===== config.mk =====
export PLATFORM = sky130hd
export DESIGN_NAME = imm_decode_stage
export DESIGN_NICKNAME = d
export VERILOG_FILES = /design/src/rtl/imm_decode_stage.sv
export SDC_FILE = /design/constraint.sdc
export NUM_CORES = 1
export LEC_CHECK = 0
export ABC_AREA = 0
export CAP_MARGIN = 20
export CELL_PAD_IN_SITES_DETAIL_PLACEMENT = 1
export CELL_PAD_IN_SITES_GLOBAL_PLACEMENT = 1
export CORE_ASPECT_RATIO = 0.6
export CORE_MARGIN = 3
export CORE_UTILIZATION = 40
export CTS_BUF_LIST = sky130_fd_sc_hd__clkbuf_8
export DETAILED_ROUTE_END_ITERATION = 6
export PLACE_DENSITY = 0.88
export SLEW_MARGIN = 20
export SYNTH_ARGS = -nofsm -noshare
export SYNTH_HDL_FRONTEND = slang
export SYNTH_SLANG_ARGS = --single-unit

===== constraint.sdc =====
create_clock -name CLK -period 7.05 [get_ports CLK]
set_input_delay 0.705 -clock CLK [delete_from_list [all_inputs] [get_ports CLK]]
set_output_delay 0.705 -clock CLK [all_outputs]
set_load 0.01 [all_outputs]

===== src/rtl/imm_decode_stage.sv =====
// Registered LEGv8 immediate decode stage feeding the sign extender, with a 2-entry skid buffer.
// Optional feature: define IMM_DECODE_ILLEGAL_EN to flag unmatched opcodes on Illegal.
module imm_decode_stage #(
    parameter int PC_W = 64
) (
    input  logic            CLK,
    input  logic            Reset,
    input  logic            InValid,
    output logic            InReady,
    input  logic [31:0]     InInstr,
    input  logic [PC_W-1:0] InPC,
    output logic            OutValid,
    input  logic            OutReady,
    output logic [PC_W-1:0] OutPC,
    output logic [25:0]     Imm,
    output logic [2:0]      SignOp,
    output logic            ImmUsed,
    output logic [4:0]      Rd,
    output logic            Illegal
);

    typedef struct packed {
        logic [PC_W-1:0] pc;
        logic [25:0]     imm;
        logic [2:0]      sign_op;
        logic            imm_used;
        logic [4:0]      rd;
        logic            illegal;
    } entry_t;

    // Returns {illegal, imm_used, sign_op}; casez order gives first-match priority.
    function automatic logic [4:0] decode_ctrl(input logic [10:0] op);
        logic [4:0] ctrl;
        casez (op)
            11'b000101?????: ctrl = {1'b0, 1'b1, 3'b010};
            11'b1011010????: ctrl = {1'b0, 1'b1, 3'b011};
            11'b11111000010,
            11'b11111000000: ctrl = {1'b0, 1'b1, 3'b001};
            11'b1001000100?,
            11'b1101000100?,
            11'b1001001000?,
            11'b1011001000?: ctrl = {1'b0, 1'b1, 3'b000};
            11'b110100101??: ctrl = {1'b0, 1'b1, 1'b1, op[1:0]};
            11'b10001011000,
            11'b11001011000,
            11'b10001010000,
            11'b10101010000: ctrl = {1'b0, 1'b0, 3'b000};
`ifdef IMM_DECODE_ILLEGAL_EN
            default:         ctrl = {1'b1, 1'b0, 3'b000};
`else
            default:         ctrl = {1'b0, 1'b0, 3'b000};
`endif
        endcase
        return ctrl;
    endfunction

    entry_t     head_r;
    entry_t     skid_r;
    entry_t     in_entry_s;
    logic       head_valid_r;
    logic       skid_valid_r;
    logic       in_ready_r;
    logic       in_fire_s;
    logic       out_fire_s;
    logic       head_load_s;
    logic       head_valid_n_s;
    logic       skid_valid_n_s;
    logic [4:0] ctrl_s;

    // Decode the incoming word and derive handshake/occupancy next state.
    always_comb begin
        ctrl_s              = decode_ctrl(InInstr[31:21]);
        in_entry_s.pc       = InPC;
        in_entry_s.imm      = InInstr[25:0];
        in_entry_s.sign_op  = ctrl_s[2:0];
        in_entry_s.imm_used = ctrl_s[3];
        in_entry_s.rd       = InInstr[4:0];
        in_entry_s.illegal  = ctrl_s[4];
        in_fire_s           = InValid & in_ready_r;
        out_fire_s          = head_valid_r & OutReady;
        head_load_s         = ~head_valid_r | out_fire_s;
        if (head_load_s) begin
            if (skid_valid_r) begin
                head_valid_n_s = 1'b1;
                skid_valid_n_s = in_fire_s;
            end else begin
                head_valid_n_s = in_fire_s;
                skid_valid_n_s = 1'b0;
            end
        end else begin
            head_valid_n_s = 1'b1;
            skid_valid_n_s = skid_valid_r | in_fire_s;
        end
    end

    // Head/skid storage; the head only changes when empty or being consumed.
    always_ff @(posedge CLK or posedge Reset) begin
        if (Reset) begin
            head_r       <= '0;
            skid_r       <= '0;
            head_valid_r <= 1'b0;
            skid_valid_r <= 1'b0;
            in_ready_r   <= 1'b1;
        end else begin
            head_valid_r <= head_valid_n_s;
            skid_valid_r <= skid_valid_n_s;
            in_ready_r   <= ~skid_valid_n_s;
            if (head_load_s) begin
                if (skid_valid_r) begin
                    head_r <= skid_r;
                    if (in_fire_s) begin
                        skid_r <= in_entry_s;
                    end
                end else if (in_fire_s) begin
                    head_r <= in_entry_s;
                end
            end else if (in_fire_s) begin
                skid_r <= in_entry_s;
            end
        end
    end

    assign InReady  = in_ready_r;
    assign OutValid = head_valid_r;
    assign OutPC    = head_r.pc;
    assign Imm      = head_r.imm;
    assign SignOp   = head_r.sign_op;
    assign ImmUsed  = head_r.imm_used;
    assign Rd       = head_r.rd;
    assign Illegal  = head_r.illegal;

endmodule


Yosys cells after proc, flatten, opt, wreduce, memory -nomap -nowiden --
Index checks and enable logic that the tools add are counted.
Storage, ports and cells: register bits after elaboration 203, bits of input ports 100, output and inout bits 102, word-level logic and storage cells 45
Cells by class: eq/ne operators 10, muxes and demuxes 10, bitwise logic cells 6, reductions and logical operators 4
Operator list (count):
- 2-to-1 mux 100 bit | 5
- == test 10 bit, second input constant | 4
- == test 11 bit, second input constant | 2
- one-hot mux 4 bit (5 select lines) | 1
- == test 9 bit, second input constant | 1
- == test 7 bit, second input constant | 1
- == test 6 x 3 -> 1 bit, second input constant | 1
- 2-to-1 mux 1 bit | 4
- OR reduction 4 bit | 1
- bitwise AND 1 bit | 2
- != test 2 bit, second input constant | 1
- inverter 1 bit | 2
- OR 1 bit | 2
- AND reduction 2 bit | 1
- nonzero test 2 bit | 1
- OR reduction 2 bit | 1

Longest topological paths before layout --
Gate-level depths: netlist (run 1).
depth in word-level cells 6, depth in mapped cells 9, mapped depth without buffers 5

Worst setup path before layout (run 1) --
OpenSTA, ideal clock, no wires.
kind input-to-reg, start input port OutReady, end register skid_r[14] in the netlist's numbering, setup time 125 ps, data arrival time 1726 ps, data required time 6925 ps, setup slack 5199 ps, cell stages on the path 5, path buffers 2, cells stage by stage nor2b_2 > o211ai_2 > buf_2 > buf_4 > mux2_2
On the way: cells in the longest elaborated chain, start to end 3, elaborated cells on any way between the ends 4, classes of those cells eq/ne: 1; mux: 1; bitwise: 2
Ends and longest elaborated chain:
- from (decl) | RTL line 13 | input logic OutReady,
- bitwise AND 1 bit * | RTL line 80 | out_fire_s = head_valid_r & OutReady;
- OR 1 bit * | RTL line 81 | head_load_s = ~head_valid_r | out_fire_s;
- != test 2 bit (no source line) / 2-to-1 mux 100 bit (equally long branches)
- to (signal assigned) | RTL line 112 | skid_r <= in_entry_s;
- to (signal assigned) | RTL line 118 | skid_r <= in_entry_s;
- to (decl) | RTL line 58 | entry_t skid_r;
Mark *: on every way between the ends. The rest lies on a longest branch, timed or not. A chain may end at the register's enable or synchronous reset.

Worst setup path after layout (run 1) --
start register skid_valid_r, end register skid_r[77] in the netlist's numbering
On the way: cells in the longest elaborated chain, start to end 1
Ends and longest elaborated chain:
- from (decl) | RTL line 61 | logic skid_valid_r;
- from (signal assigned) | RTL line 106 | skid_valid_r <= skid_valid_n_s;
- != test 2 bit (no source line)
No other way between the ends.

==> parameters.txt, run 1 <==
Parameter                              Value

GRT
  Initial antenna violation count    2
  Global route total overflow    0
  Pin count of the biggest net entering global routing    111
  GRT Util Overall    19.6%
  First-pass GRT wire length    33,600 µm
  Via count of the first global-routing pass    6,152

Timing
  Post-Route Skew    19.5 ps
  Final critical-path share of the clock period    46.2%
  Setup Total Neg Slack    0 ps
  Number of hold violations in the final report    0
  Number of failing setup endpoints in the final timing report    0
  Worst Tran Pin Value    833 ps
  RSZ-0062 raised after global routing    false
  Max Clock Freq    0.307 GHz
  Number of max-slew violations in the final report    0
  Worst slew slack as a fraction of its limit    44.5%
  Time the worst path needs with I/O delays and setup    3260 ps
  Crit path setup slack, layout    3790 ps

Synthesis
  Total of flip-flops plus latches after synthesis    191
  Register area share after synthesis    58.7%
  Largest area contributor in the netlist    sky130_fd_sc_hd__dfrtp_1
  Commonest cells in the synthesized netlist    sky130_fd_sc_hd__dfrtp_1, sky130_fd_sc_hd__nand2_1, sky130_fd_sc_hd__mux2i_1
  Library cell with the highest instance count after synthesis    sky130_fd_sc_hd__dfrtp_1
  Share of the synthesized area in the top cell type    58.4%
  Syn avg cell area    12.4 µm²
  Largest family of logic cells by synthesized area    multiplexers
  Dominant cells by area after synthesis    sky130_fd_sc_hd__dfrtp_1, sky130_fd_sc_hd__mux2_2, sky130_fd_sc_hd__mux2i_1
  Fraction of synthesized cell area in xor and xnor cells    0%
  Fraction of the mapped netlist area in adder cells    0%
  Total number of yosys warnings    0
  Gate count of the mapped netlist    655
  Share of synthesized registers carrying an async set or reset    100%
  Netlist Area Pre-Place    8150 µm²
  Number of enable flip-flop cells after synthesis    0
  Predominant post-synthesis flop cell    sky130_fd_sc_hd__dfrtp_1
  Fraction of the mapped netlist area in compound gates    7.24%
  Simple-gate share of the synthesized area    6.76%
  Share of cell area taken by muxes after synthesis    24.0%
  Count of different cell masters after synthesis    41
  Synth Net Count    755

Final layout
  Post-layout instance count excluding filler cells    1,112
  Fillers    1,971
  Net count reported at finish    933
  Area growth from synthesis to layout    31.7%
  Non-Filler Cell Area, Final    10,700 µm²
  Proportion of layout cells with a drive suffix above 1    16.2%
  Share of the core filled with cells in the final layout    54.9%
  ANT cells    0

Run status
  Outcome    finished clean

Critical path
  Category of the worst setup path launch point    register
  Last element of the critical path    skid_r[77]$_DFFE_PP0P_
  Capture instance of the worst register-to-register path    skid_r[77]$_DFFE_PP0P_
  Critical Path RT    7420 ps
  Maximum fanout encountered on the critical timing path    61
  Kind of capture point of the worst setup path    register
  Setup CP Type    register to register
  Start point of the critical path    skid_valid_r$_DFF_PP0_
  R2r worst-path depth    5
  Arrival time at the worst endpoint    3630 ps
  Beginning of the worst register-to-register path    skid_valid_r$_DFF_PP0_
  Register-to-register setup slack    3790 ps

Floorplan
  Standard cell core area    19,500 µm²
  Horizontal die dimension    190 µm
  Initial standard-cell utilization of the core    41.7%
  Count of standard-cell rows    39
  Full die area    22,200 µm²
  Top-Level Pins    202
  Die Y-Extent    117 µm

Drt
  Routed wire length    21,300 µm
  Via Count    5,670
  Number of vias per cell after detailed routing    5.10
  First-pass DRT Iterations    5
  Post-route antenna net violation count    0
  Number of DRC violations after detailed routing    0
  Number of DRC markers in iteration 0    279
  DR WL/cell    19.1 µm

Power
  Sequential group share of total power    41.6%
  Internal power    3.09 mW
  Peak ir drop on the vdd network    0.263 mV
  Clock group share of total power    15.4%
  Leakage power figure    4.55 nW
  Share of power burned in combinational logic    43.0%
  Power density normalized to cell area    446 nW/µm²
  Proportion of total power due to net switching    35.4%
  Net load switching power    1.69 mW

CTS
  Inserted Clock Buffers    17
  TritonCTS sink count    191
  TritonCTS clock tree    done
  Clk buf depth    2
  Number of resized instances in the post-cts repair step    0
  Hold-fix buffers, CTS    0
  Root Buffer Master    sky130_fd_sc_hd__clkbuf_8
  Post-CTS repair timing setup buffer count    0
  Htree depth    4
  Clock network latency to the later pin of the worst-skew pair    490 ps
  Clock slew at reported path FFs    100 ps

Placement
  Placed cell areas    10,300 µm²
  Post-place setup slack    3490 ps
  Detail Placement HPWL    14,200 µm
  Dpl cells    1,079
  Last weighted congestion value of the routability-driven placer    0.733
  Port Buffer Count    200

Hold path
  Worst min path class    register to register
  Startpoint of the tightest hold check path    Imm[16]$_DFFE_PP0P_
  Worst hold path stage count    2

Flow run
  Max Cap Violations    0
[per-layer routing]
metal / GRT usage, % / routed length, µm / vias up
li1: - / - / 2624
met1: 25.7 / 9720 / 2867
met2: 31.5 / 9720 / 150
met3: 7.02 / 1560 / 25
met4: 4.79 / 229 / 4
met5: 0 / 27 / -
[logic make-up after synthesis]
| logic type | count (synthesis) |
|---|---|
| simple gates | 120 |
| buf+inv | 51 |
| other cells | 1 |
| mux | 184 |
| compound gates | 108 |
| flops | 191 |
[worst max-delay path: stages, from the launching register on]
cell and delay, ps:
sky130_fd_sc_hd__dfrtp_4 690, sky130_fd_sc_hd__buf_4 430, sky130_fd_sc_hd__o211ai_4 270, sky130_fd_sc_hd__buf_4 480
sky130_fd_sc_hd__buf_4 720, sky130_fd_sc_hd__mux2_2 420
[power by group through the flow]
stage	Sequential (mW)	Combinational, mW	Clock (mW)
6_report	1.99	2.05	0.736
5_1_grt	2.06	2.25	0.803
4_1_cts	1.99	2.07	0.753
3_5_place_dp	2.00	2.06	0
3_3_place_gp	1.97	1.96	0
2_1_floorplan	2.00	1.14	0
[worst min-delay path by stage]
stage	to	slack [ps]
after floorplan	skid_r[8]$_DFFE_PP0P_	450
final	Imm[16]$_DFFE_PP0P_	480
after detailed placement	Imm[16]$_DFFE_PP0P_	470
after global routing	skid_r[17]$_DFFE_PP0P_	520
after CTS	OutPC[9]$_DFFE_PP0P_	490
after global placement	Imm[14]$_DFFE_PP0P_	460
[placed cells by master, fill, tap and decap left out, drive strengths merged, types with 2 or more instances in the layout]
master         netlist  layout
mux2                92      92
nor2b                4       4
bufinv               0       2
dfrtp              190     190
o31ai                2       2
and3                 3       3
nand2               98      98
clkbuf              15      20
nor2                 2       2
a21oi                3       3
mux2i               92      92
nor4b                2       2
inv                  3       7
o21ai               95      95
and3b                2       2
clkdlybuf4s50        0     200
nor3b                2       2
clkinv               0       5
buf                 33       7
[cell type report]
cell class,instances,area [µm²],share of cell area [%]
Clock buffer,20,275,2.57
Timing Repair Buffer,207,2080,19.4
Sequential cell,191,4780,44.6
Inverter,3,18.8,0.175
Tap cell,266,333,3.10
Clock inverter,12,123,1.14
Multi-Input combinational cell,413,3110,29.0
[metrics by stage]
| step | power (mW) | hold slack [ps] |
|---|---|---|
| 2_1_floorplan | 3.14 | 450 |
| 3_3_place_gp | 3.93 | 461 |
| 3_5_place_dp | 4.06 | 470 |
| 4_1_cts | 4.81 | 489 |
| 5_1_grt | 5.11 | 517 |
| 6_report | 4.78 | 483 |
[state kept, by name, indices dropped and copies added (netlist names)]
register,cells
OutPC,64
InReady,1
Imm,26
OutValid,1
ImmUsed,1
SignOp,3
skid_valid_r,1
skid_r,94
Note: power is estimated with default switching activity, not from simulation.
==> run 2: changes to the inputs <==
--- a/config.mk
+++ b/config.mk
@@ -11,10 +11,10 @@
 export CELL_PAD_IN_SITES_GLOBAL_PLACEMENT = 1
 export CORE_ASPECT_RATIO = 0.6
 export CORE_MARGIN = 3
-export CORE_UTILIZATION = 40
+export CORE_UTILIZATION = 36
 export CTS_BUF_LIST = sky130_fd_sc_hd__clkbuf_8
 export DETAILED_ROUTE_END_ITERATION = 6
-export PLACE_DENSITY = 0.88
+export PLACE_DENSITY = 0.84
 export SLEW_MARGIN = 20
 export SYNTH_ARGS = -nofsm -noshare
 export SYNTH_HDL_FRONTEND = slang
==> constraint.sdc (replaced) <==
create_clock -name CLK -period 2.7 [get_ports CLK]
set_input_delay 0.27 -clock CLK [delete_from_list [all_inputs] [get_ports CLK]]
set_output_delay 0.27 -clock CLK [all_outputs]
set_load 0.01 [all_outputs]
==> parameters.txt, run 2 (synthesis results as in run 1) <==
Parameter                              Value

Placement
  Last weighted congestion value of the routability-driven placer    0.740
  Dpl cells    1,122
  Port Buffer Count    200
  Detail Placement HPWL    14,400 µm
  Placed cell areas    10,500 µm²
  Post-place setup slack    658 ps

Drt
  Number of DRC markers in iteration 0    189
  First-pass DRT Iterations    4
  Post-route antenna net violation count    0
  Via Count    5,629
  Routed wire length    20,900 µm
  Number of vias per cell after detailed routing    4.88
  Number of DRC violations after detailed routing    0
  DR WL/cell    18.1 µm

Floorplan
  Horizontal die dimension    200 µm
  Die Y-Extent    123 µm
  Count of standard-cell rows    41
  Standard cell core area    21,600 µm²
  Top-Level Pins    202
  Full die area    24,500 µm²
  Initial standard-cell utilization of the core    37.7%

GRT
  Initial antenna violation count    0
  Pin count of the biggest net entering global routing    87
  GRT Util Overall    17.3%
  First-pass GRT wire length    33,200 µm
  Via count of the first global-routing pass    6,143
  GRT met3 Usage    6.15%
  Met1 GRT Util    23.0%
  Global route hottest layer    met2
  Global route total overflow    0
  Met2 Use GR    27.6%

Flow run
  Max Cap Violations    0

Final layout
  Largest Register    skid_r
  Proportion of layout cells with a drive suffix above 1    17.2%
  Area growth from synthesis to layout    34.3%
  Leading cell types in the layout, fill and taps excluded    sky130_fd_sc_hd__clkdlybuf4s50_1, sky130_fd_sc_hd__dfrtp_1, sky130_fd_sc_hd__nand2_1, sky130_fd_sc_hd__mux2i_1, sky130_fd_sc_hd__mux2_2
  Largest register FFs    94
  Post-layout instance count excluding filler cells    1,154
  Non-Filler Cell Area, Final    10,900 µm²
  Fillers    2,239
  Most common cell after layout, fill and taps aside    sky130_fd_sc_hd__clkdlybuf4s50_1
  Net count reported at finish    940
  ANT cells    0

Critical path
  Cell family contributing the most delay on the critical path    flip-flops
  Capture instance of the worst register-to-register path    ImmUsed$_DFFE_PP0P_
  Register-to-register setup slack    890 ps
  Arrival time at the worst endpoint    1610 ps
  Critical-path cell list    clkdlybuf4s50_1
  Setup CP Type    register to output pin
  Critical Path RT    2430 ps
  Category of the worst setup path launch point    register
  Maximum fanout encountered on the critical timing path    4
  R2r worst-path depth    6
  Kind of capture point of the worst setup path    output pin
  Max incr delay on CP    590 ps
  Buffers and inverters on the worst path    1
  Beginning of the worst register-to-register path    OutValid$_DFF_PP0_
  Cell with the biggest individual delay on the critical path    sky130_fd_sc_hd__dfstp_2

Timing
  Max Clock Freq    0.532 GHz
  Number of failing setup endpoints in the final timing report    0
  RSZ-0062 raised after global routing    false
  Post-Route Skew    16.2 ps
  Worst slew slack as a fraction of its limit    44.4%
  Worst Tran Pin Value    835 ps
  Time the worst path needs with I/O delays and setup    1880 ps
  Crit path setup slack, layout    819 ps
  Number of hold violations in the final report    0
  Number of max-slew violations in the final report    0
  Final critical-path share of the clock period    69.7%

CTS
  Clk buf depth    2
  TritonCTS clock tree    done
  Inserted Clock Buffers    17
  Clock network latency to the later pin of the worst-skew pair    460 ps
  Number of resized instances in the post-cts repair step    0
  Root Buffer Master    sky130_fd_sc_hd__clkbuf_8
  TritonCTS sink count    191
  Htree depth    4
  Clock slew at reported path FFs    90 ps
  Hold-fix buffers, CTS    0
  Post-CTS repair timing setup buffer count    0

Power
  Final total power    12.6 mW
  Peak ir drop on the vdd network    0.625 mV
  Power density normalized to cell area    1160 nW/µm²
  Leakage power figure    4.62 nW

Run status
  Outcome    finished clean

Hold path
  Worst min path class    input pin to asynchronous set/reset pin
run 2: cell types whose count changed in the layout (fill, tap and decap cells not counted), sizes merged:
cell / change
inv: -2
clkbuf: -3
bufinv: +2
clkinv: +1
clkinvlp: +2
buf: +7
run 2: through the flow:
step / hold WS (ps) / setup TNS, ps / util [%]
detailed placement: 471 / 0 / 48.7
global placement: 461 / 0 / 48.7
finish: 153 / 0 / 50.6
global route: 139 / 0 / 50.6
floorplan: 399 / -6010 / -
CTS: 107 / 0 / 50.6
run 2: layer usage:
metal | vias to the layer above | share of wire (%) | routed length (µm)
li1 | 2648 | - | -
met1 | 2843 | 47 | 9900
met2 | 128 | 46 | 9560
met3 | 10 | 6.4 | 1330
met4 | 0 | 0.61 | 127
met5 | - | 0 | 0
run 2: area by class of cell:
class	instances	area (µm²)	area share (%)
Clock buffer	17	234	2.14
Multi-Input combinational cell	413	3110	28.5
Clock inverter	15	194	1.77
Inverter	3	15.0	0.137
Timing Repair Buffer	214	2220	20.3
Tap cell	301	377	3.44
Sequential cell	191	4780	43.8
run 2: worst max-delay path by stage:
stage                       from  depth (start not counted)  slack, ps             endpoint
3_3_place_gp         InInstr[25]                          6        690  ImmUsed$_DFFE_PP0P_
4_1_cts        InReady$_DFF_PP1_                          1        750              InReady
2_1_floorplan              Reset                          1        -30  ImmUsed$_DFFE_PP0P_
3_5_place_dp         InInstr[25]                          6        660  ImmUsed$_DFFE_PP0P_
5_1_grt        InReady$_DFF_PP1_                          1        740              InReady
6_report       InReady$_DFF_PP1_                          1        820              InReady
run 2: report_power, final:
part / internal [mW] / leakage, nW / total (mW) / switching [mW]
registers: 4.27 / 2.31 / 5.07 / 0.803
clock network: 1.01 / 0.217 / 2.03 / 1.02
logic: 2.98 / 2.09 / 5.55 / 2.57
total: 8.26 / 4.62 / 12.6 / 4.39
